File: src/rtl/cpu_tick_generator_pkg.sv
// Shared definitions for the CPU tick generator: state encoding, default widths
// and the state decoder used by the top-level FSM.
package cpu_tick_generator_pkg;

    localparam int unsigned DIV_WIDTH_DEF = 16;
    localparam int unsigned CNT_WIDTH_DEF = 32;

    typedef enum logic [1:0] {
        TG_IDLE   = 2'd0,
        TG_RUN    = 2'd1,
        TG_HALTED = 2'd2
    } tg_state_e;

    // The spare code 2'd3 is treated as IDLE so a corrupted register recovers safely.
    function automatic tg_state_e decode_state(input logic [1:0] raw);
        case (raw)
            2'd1:    return TG_RUN;
            2'd2:    return TG_HALTED;
            default: return TG_IDLE;
        endcase
    endfunction

endpackage

File: src/rtl/cpu_tick_generator_if.sv
// Control/status bundle between an operator or debug master and the tick generator.
interface cpu_tick_generator_if #(
    parameter int DIV_WIDTH = 16,
    parameter int CNT_WIDTH = 32
);
    logic                 Run;
    logic                 Step;
    logic                 Halt;
    logic                 Clear;
    logic [DIV_WIDTH-1:0] Divisor;
    logic                 Tick;
    logic                 Running;
    logic                 Halted;
    logic [CNT_WIDTH-1:0] TickCount;

    modport master (
        output Run, Step, Halt, Clear, Divisor,
        input  Tick, Running, Halted, TickCount
    );

    modport slave (
        input  Run, Step, Halt, Clear, Divisor,
        output Tick, Running, Halted, TickCount
    );
endinterface

File: src/rtl/cpu_tick_generator_tick_divider.sv
// Programmable down-counter for free-run mode; Zero flags the cycle a tick is due.
module tick_divider #(
    parameter int DIV_WIDTH = 16
) (
    input  logic                 Clock,
    input  logic                 Reset,
    input  logic                 Load,
    input  logic                 Enable,
    input  logic [DIV_WIDTH-1:0] Divisor,
    output logic                 Zero
);

    logic [DIV_WIDTH-1:0] cnt_q;
    logic [DIV_WIDTH-1:0] cnt_d;

    always_comb begin
        cnt_d = cnt_q;
        if (Load) begin
            cnt_d = Divisor;
        end else if (Enable) begin
            cnt_d = cnt_q - DIV_WIDTH'(1);
        end
    end

    always_ff @(posedge Clock or posedge Reset) begin
        if (Reset) begin
            cnt_q <= '0;
        end else begin
            cnt_q <= cnt_d;
        end
    end

    assign Zero = (cnt_q == '0);

endmodule

File: src/rtl/cpu_tick_generator.sv
// Tick strobe generator for the single-cycle core: free-run with divider,
// single-step, halt/clear, registered run/halt status and an issued-tick counter.
module cpu_tick_generator #(
    parameter int DIV_WIDTH = 16,
    parameter int CNT_WIDTH = 32
) (
    input  logic                   Clock,
    input  logic                   Reset,
    cpu_tick_generator_if.slave    bus
);
    import cpu_tick_generator_pkg::*;

    logic [1:0]           state_q;
    tg_state_e            state;
    tg_state_e            state_d;
    logic                 step_prev_q;
    logic                 tick_q,    tick_d;
    logic                 running_q, running_d;
    logic                 halted_q,  halted_d;
    logic [CNT_WIDTH-1:0] count_q,   count_d;
    logic                 div_load;
    logic                 div_en;
    logic                 div_zero;

    tick_divider #(.DIV_WIDTH(DIV_WIDTH)) u_divider (
        .Clock   (Clock),
        .Reset   (Reset),
        .Load    (div_load),
        .Enable  (div_en),
        .Divisor (bus.Divisor),
        .Zero    (div_zero)
    );

    // NOTE: every signal assigned here gets a default first, so no path leaves it
    // unassigned and no latch is inferred.
    always_comb begin
        state    = decode_state(state_q);
        state_d  = state;
        tick_d   = 1'b0;
        div_load = 1'b0;
        div_en   = 1'b0;

        if (bus.Halt) begin
            state_d = TG_HALTED;
        end else begin
            case (state)
                TG_HALTED: begin
                    if (bus.Clear) state_d = TG_IDLE;
                end
                TG_RUN: begin
                    if (!bus.Run) begin
                        state_d = TG_IDLE;
                    end else if (div_zero) begin
                        tick_d   = 1'b1;
                        div_load = 1'b1;
                    end else begin
                        div_en = 1'b1;
                    end
                end
                default: begin
                    // Run beats a coincident Step edge; the first tick is immediate.
                    if (bus.Run) begin
                        state_d  = TG_RUN;
                        tick_d   = 1'b1;
                        div_load = 1'b1;
                    end else if (bus.Step && !step_prev_q) begin
                        tick_d = 1'b1;
                    end
                end
            endcase
        end

        if (bus.Clear) begin
            count_d = '0;
        end else if (tick_d) begin
            count_d = count_q + CNT_WIDTH'(1);
        end else begin
            count_d = count_q;
        end

        running_d = (state_d == TG_RUN);
        halted_d  = (state_d == TG_HALTED);
    end

    // NOTE: state registers use non-blocking assignments so every flop samples
    // the pre-edge values regardless of statement order.
    always_ff @(posedge Clock or posedge Reset) begin
        if (Reset) begin
            state_q     <= TG_IDLE;
            step_prev_q <= 1'b0;
            tick_q      <= 1'b0;
            running_q   <= 1'b0;
            halted_q    <= 1'b0;
            count_q     <= '0;
        end else begin
            state_q     <= state_d;
            step_prev_q <= bus.Step;
            tick_q      <= tick_d;
            running_q   <= running_d;
            halted_q    <= halted_d;
            count_q     <= count_d;
        end
    end

    assign bus.Tick      = tick_q;
    assign bus.Running   = running_q;
    assign bus.Halted    = halted_q;
    assign bus.TickCount = count_q;

endmodule

File: src/flat_wrapper.sv
// flat-port wrapper written by rule: the top's interface ports become plain ports
module cpu_tick_generator_flat import cpu_tick_generator_pkg::*;
#(
    parameter int DIV_WIDTH = 16,
    parameter int CNT_WIDTH = 32
)
  (Clock, Reset, bus_Run, bus_Step, bus_Halt, bus_Clear, bus_Divisor, bus_Tick, bus_Running, bus_Halted, bus_TickCount);
  cpu_tick_generator_if #(.DIV_WIDTH(DIV_WIDTH), .CNT_WIDTH(CNT_WIDTH)) bus_i ();
  input  logic Clock;
  input  logic Reset;
  input wire logic [$bits(bus_i.Run)-1:0] bus_Run;
  input wire logic [$bits(bus_i.Step)-1:0] bus_Step;
  input wire logic [$bits(bus_i.Halt)-1:0] bus_Halt;
  input wire logic [$bits(bus_i.Clear)-1:0] bus_Clear;
  input wire logic [$bits(bus_i.Divisor)-1:0] bus_Divisor;
  output wire logic [$bits(bus_i.Tick)-1:0] bus_Tick;
  output wire logic [$bits(bus_i.Running)-1:0] bus_Running;
  output wire logic [$bits(bus_i.Halted)-1:0] bus_Halted;
  output wire logic [$bits(bus_i.TickCount)-1:0] bus_TickCount;
  assign bus_i.Run = bus_Run;
  assign bus_i.Step = bus_Step;
  assign bus_i.Halt = bus_Halt;
  assign bus_i.Clear = bus_Clear;
  assign bus_i.Divisor = bus_Divisor;
  assign bus_Tick = bus_i.Tick;
  assign bus_Running = bus_i.Running;
  assign bus_Halted = bus_i.Halted;
  assign bus_TickCount = bus_i.TickCount;
  cpu_tick_generator #(.DIV_WIDTH(DIV_WIDTH), .CNT_WIDTH(CNT_WIDTH)) u_core (.Clock(Clock), .Reset(Reset), .bus(bus_i));
endmodule
File: config.mk
export PLATFORM = sky130hd
export DESIGN_NAME = cpu_tick_generator_flat
export DESIGN_NICKNAME = d
export VERILOG_FILES = /design/src/rtl/cpu_tick_generator_pkg.sv /design/src/rtl/cpu_tick_generator_if.sv /design/src/rtl/cpu_tick_generator_tick_divider.sv /design/src/rtl/cpu_tick_generator.sv /design/src/flat_wrapper.sv
export SDC_FILE = /design/constraint.sdc
export NUM_CORES = 1
export LEC_CHECK = 0
export CAP_MARGIN = 15
export CORE_MARGIN = 4
export CORE_UTILIZATION = 49
export CTS_BUF_LIST = sky130_fd_sc_hd__clkbuf_4
export DETAILED_ROUTE_END_ITERATION = 8
export GPL_ROUTABILITY_DRIVEN = 0
export MAX_ROUTING_LAYER = met4
export PLACE_DENSITY_LB_ADDON = 0.15
export REMOVE_ABC_BUFFERS = 1
export SLEW_MARGIN = 20
export SYNTH_ARGS = -nofsm -noshare
export SYNTH_HDL_FRONTEND = slang
export SYNTH_SLANG_ARGS = --single-unit
File: constraint.sdc
create_clock -name Clock -period 2.2 [get_ports Clock]
set_input_delay 0.22 -clock Clock [delete_from_list [all_inputs] [get_ports Clock]]
set_output_delay 0.22 -clock Clock [all_outputs]
set_load 0.01 [all_outputs]
# Word-level counts from Yosys, hierarchy flattened
# Cells that the tools add are included.
[op_classes] add_sub_neg=2 n_eq_ne=6 n_mux=23 n_reduce_logical=5
[ops] cell="two-way mux 32 bit" n=2
[ops] cell="adder 32 x 1 -> 32 bit, second input constant" n=1
[ops] cell="two-way mux 16 bit" n=2
[ops] cell="logical NOT 16 bit" n=1
[ops] cell="subtractor 16 x 1 -> 16 bit, second input constant" n=1
[ops] cell="two-way mux 1 bit" n=11
[ops] cell="two-way mux 2 bit" n=4
[ops] cell="one-hot mux 2 bit (2 select lines)" n=2
[ops] cell="== test 2 x 1 -> 1 bit, second input constant" n=3
[ops] cell="== test 2 bit, second input constant" n=3
[ops] cell="one-hot mux 1 bit (2 select lines)" n=2
[ops] cell="nonzero test 2 bit" n=2
[ops] cell="logical AND 1 bit" n=1
[ops] cell="logical NOT 1 bit" n=1
[totals] regBits=54 inputBits=22

# Longest topological paths before layout
# Gate-level depths: netlist (run 1).
[logic_depth] depth_word=8 mapped_depth=9 ltp_nobuf=7

# Modules after synthesis
# From an unflattened synthesis (run 1), not the netlist that was laid out.
[hier_totals] hier_cells=310 area_unflattened_um2=2915.3
[by_module_without_submodules] module="cpu_tick_generator" n_inst=1 cells_per_inst=209 area_each_um2=1981.9
[by_module_without_submodules] module="tick_divider" n_inst=1 cells_per_inst=101 area_each_um2=933.4

# Worst setup path before layout (run 1)
# Ideal clock, no wire load.
[synth_timing] path_type="flip-flop to flip-flop" start="register u_core.state_q[1]" end="register u_core.count_q[21] (netlist: u_core.bus.TickCount[21])" setup_ns=0.078 arrival_time_ns=2.025 setup_slack_ns=0.097 path_stages_with_launch=8 path_buffers=1 period_less_slack_ns=2.103 cell_sequence="dfrtp_1 > ha_1 > buf_4 > nand3b_1 > a31oi_4 > nand4_2 > or3_1 > a21oi_1"
[synth_between] elab_chain_len=6
[synth_rtl] item="from (decl)" line_no="cpu_tick_generator.sv:13" text="logic [1:0] state_q;"
[synth_rtl] item="from (signal assigned)" line_no="cpu_tick_generator.sv:96" text="state_q <= state_d;"
[synth_rtl] item="== test 2 bit / == test 2 x 1 -> 1 bit (equally long branches)" line_no="cpu_tick_generator_pkg.sv:16" text="case (raw)"
[synth_rtl] item="one-hot mux 2 bit (2 select lines) (*)" line_no="cpu_tick_generator_pkg.sv:16"
[synth_rtl] item="== test 2 x 1 -> 1 bit / == test 2 bit (equally long branches)" line_no="cpu_tick_generator.sv:46" text="case (state)"
[synth_rtl] item="one-hot mux 1 bit (2 select lines) (*)" line_no="cpu_tick_generator.sv:46"
[synth_rtl] item="two-way mux 1 bit (*)" line_no="cpu_tick_generator.sv:43" text="if (bus.Halt) begin"
[synth_rtl] item="nonzero test 2 bit (no line) (*)"
[synth_rtl] item="to (signal assigned)" line_no="cpu_tick_generator.sv:101" text="count_q <= count_d;"
[synth_rtl] item="to (decl)" line_no="cpu_tick_generator.sv:20" text="logic [CNT_WIDTH-1:0] count_q, count_d;"
# Every way passes the cells marked *; elsewhere a longest branch is shown, timed or not.
# A chain may end at the register's enable or synchronous reset.

# Final worst setup path (run 1)
[layout_timing] start="register u_core.u_divider.cnt_q[4]" end="register u_core.u_divider.cnt_q[4]"
[layout_between] elab_chain_len=6
[layout_rtl] item="from (decl)" line_no="cpu_tick_generator_tick_divider.sv:13" text="logic [DIV_WIDTH-1:0] cnt_q;"
[layout_rtl] item="from (signal assigned)" line_no="cpu_tick_generator_tick_divider.sv:29" text="cnt_q <= cnt_d;"
[layout_rtl] item="parallel branches: the longest is 6 deep, another holds subtractor 16 x 1 -> 16 bit"
# Parallel ways; which one is timed is not known. The select of a mux whose other input is x is not followed.

==> Flow_metrics.wiki, run 1 <==
{| class="wikitable"
! Metric !! Value
|-
| Crit path max-delay family || simple AND/OR/NAND/NOR gates
|-
| Startpoint of the worst-slack reg-to-reg timing path || u_core.u_divider.cnt_q[4]$_DFFE_PP0P_
|-
| Mapped cell area || 3134 um^2
|-
| Number of DRC markers in iteration 0 || 269
|-
| Highest Clock Rate || 475.9 MHz
|-
| Fraction of final layout cells with drive strength greater than 1 || 0.1262
|-
| Global-route wire length before repair || 12.73 mm
|-
| Reg2reg path depth || 6
|-
| Die height || 87.98 um
|-
| Fill cell instance count of the final layout || 487
|-
| Transition time at the pin with the least slew margin || 0.5521 ns
|-
| Width of the die || between 80 and 90 um
|-
| Total global routing overflow || 0
|-
| Final Slew Violations || 0
|-
| Area of the die || 7740 um^2
|-
| Largest vdd supply drop || between 400 and 500 uV
|-
| Required @ worst endpoint || 2.45 ns
|-
| CTS hold repair buffers || 0
|-
| Post-Place Worst Slack || 0.01972 ns
|-
| Number of buffer and inverter stages on the critical path || 1
|-
| Number of distinct library cells after synthesis || 53
|-
| Post-layout worst setup margin || 0.09865 ns
|-
| Clock tree from TritonCTS || built
|-
| Post-synthesis cell count || 330
|-
| Largest fanout on the critical path || 6
|-
| GRT Util Overall || 0.2133
|-
| Register area share after synthesis || 0.4311
|-
| Buffer levels on the longest clock path || 2
|-
| Number of max-cap violations || 0
|-
| Latest clock arrival within the worst-skew pair || between 0.3 and 0.4 ns
|-
| Vias per cell || 5.793
|-
| Cells along the critical path || buf_4 -> or4_1 -> nor3_1 -> a21oi_1 -> nand3_1 -> o311ai_0
|-
| Reg-to-reg setup timing slack || 0.1 ns
|-
| Initial cell density of the core || 0.5171
|-
| Growth of design area from synthesis to finish || 29.94%
|-
| Clock H-tree levels || 2
|-
| Max incr delay on CP || 0.59 ns
|-
| Count of boundary I/O pins || 57
|-
| TritonCTS Buffers || 5
|-
| Average instance area after synthesis || 9.498 um^2
|-
| Worst rel slew slack || 0.6285
|-
| Port Buffer Count || 56
|-
| Outcome || complete, no violations
|-
| Detailed Place HPWL || around 5.2 mm
|-
| Leakage dissipation || 1.608 nW
|-
| Final min period || ~2.1 ns
|-
| Number of cell rows || 28
|-
| Via count of the first global-routing pass || 2683
|-
| Main synth FF type || dfrtp_1
|-
| Via count || 2775
|-
| Period utilization || 0.9552
|-
| Number of detailed-routing iterations run before antenna repair || 5
|-
| Final setup violation count || 0
|-
| Core outline area || 6061 um^2
|-
| Endpoint of the worst register-to-register path || u_core.u_divider.cnt_q[4]$_DFFE_PP0P_
|-
| Placed Cells incl. Taps || 464
|-
| Cell area power density || roughly 700 nW/um^2
|-
| Number of storage elements in the synthesis netlist || 54
|-
| Number of standard cells in the layout, taps in and fillers out || 479
|-
| Total DRC errors in the routed layout || 0
|-
| Startpoint class of the critical path || flop
|-
| HP Class || in2async
|-
| Number of synthesized flops with an enable pin || 0
|-
| Mean routed wirelength per cell || 15.64 um
|-
| Hold Fails Final Rpt || 0
|-
| Worst-path cell with the longest stage delay || or4_1
|-
| Final nets || 432
|-
| Sort of element at the end of the critical path || flop
|-
| Number of antenna violations at the first check in global routing || 0
|-
| Detailed Route WL || 7.490 mm
|-
| Largest clock skew in the final design || 0.009390 ns
|-
| Clock sink count || 54
|-
| Data arrival time of the critical path || approximately 2.4 ns
|-
| Root Buffer Master || clkbuf_4
|-
| Largest net degree at the start of global routing || 55
|-
| Yosys warnings || 0
|-
| Async S/R FF share, synth || 1.000
|-
| Antenna diode count || 0
|-
| Setup repair after global routing missed its margin || false
|-
| CTS clock-pin slew for the worst setup and hold paths || 0.15 ns
|-
| Post-detailed-route count of antenna-violating nets || 0
|-
| Type of the setup path with the least slack || reg2reg
|}
==> area by class of cell <==
| type | count | area (um^2) | share of cell area |
|---|---|---|---|
| clock buffers | 5 | 37.54 | 0.009217 |
| clock inverters | 2 | 33.78 | 0.008295 |
| flip-flops and latches | 54 | 1351 | 0.3318 |
| inverters | 10 | 37.54 | 0.009217 |
| repair buffers | 78 | 793.3 | 0.1948 |
| multi-input cells | 255 | 1725 | 0.4237 |
| well taps | 75 | 93.84 | 0.02304 |
==> timing repair <==
action,4_1_cts,5_1_grt
buffers inserted,0,7
setup endpoints to repair,4,15
cloned,0,1
resized for setup,2,4
pin swaps,0,6
==> registers in the layout (all words and copies together), names as in the netlist <==
name,flops
u_core.bus.Halted,1
u_core.step_prev_q,1
u_core.bus.Running,1
u_core.u_divider.cnt_q,16
u_core.bus.Tick,1
u_core.state_q,2
u_core.bus.TickCount,32
==> worst min-delay path, delay by kind of cell <==
kind,cells,cell delay [ns]
buffers and inverters,3,0.75
==> layer usage <==
| layer | share of wire | global-route usage | vias up |
|---|---|---|---|
| li1 | - | - | 1358 |
| met1 | 0.47 | 0.3095 | 1280 |
| met2 | 0.44 | 0.3116 | 121 |
| met4 | 0.013 | 0.04603 | 0 |
| met5 | 0 | - | - |
| met3 | 0.069 | 0.03763 | 16 |
==> power by group <==
group | internal, W | switching [W] | total (W)
combinational | 0.000502 | 0.000497 | 0.00100
sequential | 0.00114 | 0.000228 | 0.00136
clock | 0.000231 | 0.000308 | 0.000538
total | 0.00187 | 0.00103 | 0.00290
==> logic make-up (layout without fill, tap and decap cells) <==
group / count (synthesis) / count (layout) / share of synthesized area
compound gates: 60 / 60 / 0.1178
xor+xnor: 28 / 28 / 0.07825
fa+ha+maj: 6 / 6 / 0.02395
buf+inv: 21 / 95 / 0.02954
flops: 54 / 54 / 0.4311
mux: 1 / 1 / 0.003194
simple gates: 160 / 160 / 0.3162
==> placed cells by master, fill, tap and decap left out, drive strengths merged, types with 15 or more instances in the layout <==
master and n:
a21oi 17, buf 21, clkdlybuf4s50 56, dfrtp 54, nand2 36, nand3 16
nand4 19, nor2 28, o21ai 27, or3 15, xor2 19
==> worst max-delay path by stage <==
stage                                                 from                                    end  depth (start not counted)
floorplan            u_core.u_divider.cnt_q[0]$_DFFE_PP0P_   u_core.bus.TickCount[21]$_DFFE_PP0P_                          7
detailed placement             u_core.state_q[0]$_DFF_PP0_   u_core.bus.TickCount[21]$_DFFE_PP0P_                          7
CTS                            u_core.state_q[0]$_DFF_PP0_   u_core.bus.TickCount[30]$_DFFE_PP0P_                          7
finish               u_core.u_divider.cnt_q[4]$_DFFE_PP0P_  u_core.u_divider.cnt_q[4]$_DFFE_PP0P_                          6
global route         u_core.u_divider.cnt_q[0]$_DFFE_PP0P_   u_core.bus.TickCount[23]$_DFFE_PP0P_                          8
global placement    u_core.u_divider.cnt_q[12]$_DFFE_PP0P_   u_core.bus.TickCount[23]$_DFFE_PP0P_                          6
==> synth_stat cells, types with 4 or more instances <==
cell type,number,area [um^2]
and3_1,5,31.28
nand4_1,14,87.58
o21ai_0,25,125.1
nor4_1,4,25.02
nand3_1,16,80.08
inv_1,10,37.54
a21oi_1,17,85.08
ha_1,6,75.07
nand2_1,36,135.1
or3_1,15,93.84
dfrtp_1,54,1351
nor2_1,28,105.1
xor2_1,19,166.4
xnor2_1,9,78.83
nor3_1,9,45.04
clkbuf_1,7,26.28
==> per-stage QoR <==
step	TNS (ns)	instance area [um^2]	total power, W	hold slack (ns)	utilization
3_5_place_dp	0	3876	0.002216	0.5502	0.6396
4_1_cts	0	3961	0.002779	0.2022	0.6536
3_3_place_gp	0	3876	0.002206	0.5210	0.6396
5_1_grt	0	4073	0.003094	0.2029	0.6720
2_1_floorplan	-1.116	3079	0.001891	0.2514	-
6_report	0	4073	0.002901	0.2031	0.6720
(Power assumes the default switching activity.)
==> run 2: changes to the inputs <==
--- a/config.mk
+++ b/config.mk
@@ -5,9 +5,10 @@
 export SDC_FILE = /design/constraint.sdc
 export NUM_CORES = 1
 export LEC_CHECK = 0
+export ABC_AREA = 1
 export CAP_MARGIN = 15
 export CORE_MARGIN = 4
-export CORE_UTILIZATION = 49
+export CORE_UTILIZATION = 51
 export CTS_BUF_LIST = sky130_fd_sc_hd__clkbuf_4
 export DETAILED_ROUTE_END_ITERATION = 8
 export GPL_ROUTABILITY_DRIVEN = 0
==> run 2 against run 1 <==
Core utilization down 4.6 points. Area after synthesis up 20%. Critical endpoint is now u_core.bus.TickCount[25]$_DFFE_PP0P_. Critical path depth up 3. Global-route usage up 2.7 points. Register-to-register slack better by 0.10 ns.
==> Flow_metrics.wiki, run 2 <==
{| class="wikitable"
! Metric !! Value
|-
| Outcome || complete, no violations (unchanged)
|-
| Period utilization || 0.9089 (was 0.9552)
|-
| Largest fanout on the critical path || 26 (was 6)
|-
| Clock share of power || 0.195 (was 0.185)
|-
| Final nets || 667 (was 432)
|-
| CTS hold repair buffers || 0 (unchanged)
|-
| Transition time at the pin with the least slew margin || 0.4447 ns (was 0.5521 ns)
|-
| Startpoint class of the critical path || flop (unchanged)
|-
| Global-route wire length before repair || 16.61 mm (was 12.73 mm)
|-
| Leakage dissipation || 2.074 nW (was 1.608 nW)
|-
| Cells along the critical path || inv_1 -> ha_1 -> inv_1 -> nor2_1 -> a21oi_2 -> nand2_4 -> nand2_4 -> nand2_1 -> nand2_1 (was buf_4 -> or4_1 -> nor3_1 -> a21oi_1 -> nand3_1 -> o311ai_0)
|-
| Total global routing overflow || 0 (unchanged)
|-
| Worst-path cell with the longest stage delay || dfrtp_1 (was or4_1)
|-
| GR Layer Usage met3 || 0.03526 (was 0.03763)
|-
| Area share of the largest cell type after synthesis || 0.3589 (was 0.4311)
|-
| Root Buffer Master || clkbuf_4 (unchanged)
|-
| Antenna diode count || 0 (unchanged)
|-
| Via count of the first global-routing pass || 3696 (was 2683)
|-
| Vias per cell || 5.164 (was 5.793)
|-
| Layer with the highest usage after global routing || met2 (unchanged)
|-
| Largest clock skew in the final design || 0.02110 ns (was 0.009390 ns)
|-
| Via count || 3816 (was 2775)
|-
| Commonest cells post-synth || nand2_1, nor2_1, nand3_1 (was dfrtp_1, nand2_1, nor2_1)
|-
| Worst rel slew slack || 0.7031 (was 0.6285)
|-
| Cell types occupying the most area after synthesis || dfrtp_1, nand2_1, nand3_1 (was dfrtp_1, xor2_1, nand2_1)
|-
| Core outline area || 7214 um^2 (was 6061 um^2)
|-
| Number of cell rows || 31 (was 28)
|-
| Count leader, synth || nand2_1 (was dfrtp_1)
|-
| Largest net degree at the start of global routing || 37 (was 55)
|-
| TritonCTS Buffers || 5 (unchanged)
|-
| Number of DRC markers in iteration 0 || 301 (was 269)
|-
| GRT Util Overall || 0.2401 (was 0.2133)
|-
| Final min period || 2.000 ns (was 2.101 ns)
|-
| Global-route track usage on met1 || 0.2736 (was 0.3095)
|-
| Clock tree from TritonCTS || built (unchanged)
|-
| Number of distinct library cells after synthesis || 23 (was 53)
|-
| Initial cell density of the core || 0.5219 (was 0.5171)
|-
| Die height || 93.92 um (was 87.98 um)
|-
| Post-detailed-route count of antenna-violating nets || 0 (unchanged)
|-
| Internal power || 0.001834 W (was 0.001868 W)
|-
| Total negative slack for setup checks || 0 ns (unchanged)
|-
| Cell area power density || 667.8 nW/um^2 (was 712.2 nW/um^2)
|-
| Average instance area after synthesis || 6.436 um^2 (was 9.498 um^2)
|-
| Final setup violation count || 0 (unchanged)
|-
| Number of storage elements in the synthesis netlist || 54 (unchanged)
|-
| Met2 demand-to-capacity share in global routing || 0.4287 (was 0.3116)
|-
| Post-Place Worst Slack || 0.08029 ns (was 0.01972 ns)
|-
| Post-layout worst setup margin || 0.2004 ns (was 0.09865 ns)
|-
| Detailed Place HPWL || 7.075 mm (was 5.211 mm)
|-
| Register area share after synthesis || 0.3589 (was 0.4311)
|-
| Number of antenna violations at the first check in global routing || 0 (unchanged)
|-
| Required @ worst endpoint || 2.53 ns (was 2.45 ns)
|-
| Power share of the combinational group || 0.360 (was 0.345)
|-
| Count of boundary I/O pins || 57 (unchanged)
|-
| Switching power || 0.001183 W (was 0.001032 W)
|-
| CTS clock-pin slew for the worst setup and hold paths || 0.15 ns (about the same)
|-
| Type of the setup path with the least slack || reg2reg (unchanged)
|-
| Mean routed wirelength per cell || 13.20 um (was 15.64 um)
|-
| Clock sink count || 54 (unchanged)
|-
| Leading cell type in the layout, fill and taps excluded || nand2_1 (was clkdlybuf4s50_1)
|-
| Max incr delay on CP || 0.37 ns (was 0.59 ns)
|-
| Data arrival time of the critical path || 2.33 ns (was 2.35 ns)
|-
| Number of max-cap violations || 0 (unchanged)
|-
| Width of the die || 93.92 um (was 87.98 um)
|-
| Growth of design area from synthesis to finish || 20.01% (was 29.94%)
|-
| Area of the die || 8821 um^2 (was 7740 um^2)
|-
| Main synth FF type || dfrtp_1 (unchanged)
|-
| Latest clock arrival within the worst-skew pair || 0.39 ns (was 0.37 ns)
|-
| Switching power as a share of total power || 0.3922 (was 0.3559)
|-
| Number of synthesized flops with an enable pin || 0 (unchanged)
|-
| Largest register FFs || 32 (unchanged)
|-
| Highest Clock Rate || 500.1 MHz (was 475.9 MHz)
|-
| Total DRC errors in the routed layout || 0 (unchanged)
|-
| Sort of element at the end of the critical path || flop (unchanged)
|-
| Buffer levels on the longest clock path || 2 (unchanged)
|-
| Async S/R FF share, synth || 1.000 (unchanged)
|-
| Clock H-tree levels || 2 (unchanged)
|-
| Fraction of final layout cells with drive strength greater than 1 || 0.05000 (was 0.1262)
|-
| HP Class || in2async (unchanged)
|-
| Yosys warnings || 0 (unchanged)
|-
| Most area-hungry cell type in the Yosys netlist || dfrtp_1 (unchanged)
|-
| Mapped cell area || 3765 um^2 (was 3134 um^2)
|-
| Number of detailed-routing iterations run before antenna repair || 5 (unchanged)
|-
| Detailed Route WL || 9.756 mm (was 7.490 mm)
|-
| Hold Fails Final Rpt || 0 (unchanged)
|-
| Commonest non-fill, non-tap cells in the layout || nand2_1, nor2_1, nand3_1, clkdlybuf4s50_1, dfrtp_1 (was clkdlybuf4s50_1, dfrtp_1, nand2_1, nor2_1, o21ai_0)
|-
| Post-synthesis cell count || 585 (was 330)
|-
| Setup repair after global routing missed its margin || true (was false)
|-
| Port Buffer Count || 56 (unchanged)
|-
| Final Slew Violations || 0 (unchanged)
|-
| Largest vdd supply drop || 465.7 uV (was 418.5 uV)
|-
| Register share of total power || 0.445 (was 0.470)
|-
| Reg2reg path depth || 9 (was 6)
|}
## run 2: cell types whose count changed in the layout (fill, tap and decap cells not counted), moves of 16 or more
cell	change
nor2_1	+70
inv_1	+39
a21oi_1	-16
o21ai_0	-20
nand2_1	+181
nand3_1	+75
## run 2: path summary, 6_finish.rpt
kind	startpoint	to	slack, ns
setup reg to reg	u_core.state_q[0]$_DFF_PP0_	u_core.bus.TickCount[25]$_DFFE_PP0P_	0.20
max in group asynchronous	Reset	u_core.bus.TickCount[31]$_DFFE_PP0P_	1.52
min in group Clock	bus_Step	u_core.step_prev_q$_DFF_PP0_	0.29
setup / recovery	u_core.state_q[0]$_DFF_PP0_	u_core.bus.TickCount[25]$_DFFE_PP0P_	0.20
hold / removal	Reset	u_core.state_q[1]$_DFF_PP0_	0.15
hold reg to reg	u_core.u_divider.cnt_q[14]$_DFFE_PP0P_	u_core.u_divider.cnt_q[14]$_DFFE_PP0P_	0.56
## run 2: kinds of logic after synthesis
family | after synthesis | synth area share
and+or+nand+nor | 422 | 0.4693
buffers and inverters | 67 | 0.07577
DFF | 54 | 0.3589
xor gates and xnor gates | 27 | 0.06281
AOI/OAI and AO/OA | 9 | 0.01329
adders and majority gates | 6 | 0.01994
## run 2: per-layer routing
metal | up-vias | routed length, um
met1 | 1765 | 3961
li1 | 1919 | -
met5 | - | 0
met2 | 111 | 5103
met4 | 0 | 206
met3 | 21 | 485
## run 2: per-stage QoR
step | area [um^2] | std cells | utilization | power (W) | hold slack [ns]
CTS | 4499 | 738 | 0.6237 | 0.003010 | 0.1516
global route | 4518 | 739 | 0.6263 | 0.003253 | 0.1665
detailed placement | 4417 | 730 | 0.6122 | 0.002416 | 0.5192
finish | 4518 | 739 | 0.6263 | 0.003017 | 0.1488
global placement | 4417 | 730 | 0.6122 | 0.002386 | 0.5147
floorplan | 3667 | 568 | - | 0.002082 | 0.2514
## run 2: area by class of cell
| class | count | area [um^2] |
|---|---|---|
| clock inverter | 1 | 30.03 |
| sequential | 54 | 1351 |
| clock buffer | 7 | 52.55 |
| fill | 709 | 2696 |
| inverter | 50 | 191.4 |
| tap | 99 | 123.9 |
| multi-input combinational | 465 | 2143 |
| timing repair buffer | 63 | 625.6 |
## run 2: power by group through the flow
stage / registers [W] / clock network (W) / logic [W]
floorplan: 0.00133 / 0 / 0.000749
global placement: 0.00136 / 0 / 0.00103
detailed placement: 0.00136 / 0 / 0.00106
CTS: 0.00134 / 0.000607 / 0.00106
global route: 0.00137 / 0.000648 / 0.00123
finish: 0.00134 / 0.000588 / 0.00109
## run 2: worst max-delay path, delay by kind of cell (launching register included)
kind                       cells  cell delay, ns
adders and majority gates      1            0.33
AOI/OAI and AO/OA              1            0.26
and+or+nand+nor                5            0.78
DFF                            1            0.37
buffers and inverters          2            0.21
## run 2: what timing repair did
action	CTS	global route
buffers inserted	0	0
endpoints found under the setup margin	0	8
endpoints found under the hold margin	0	0
gates resized for setup	0	3
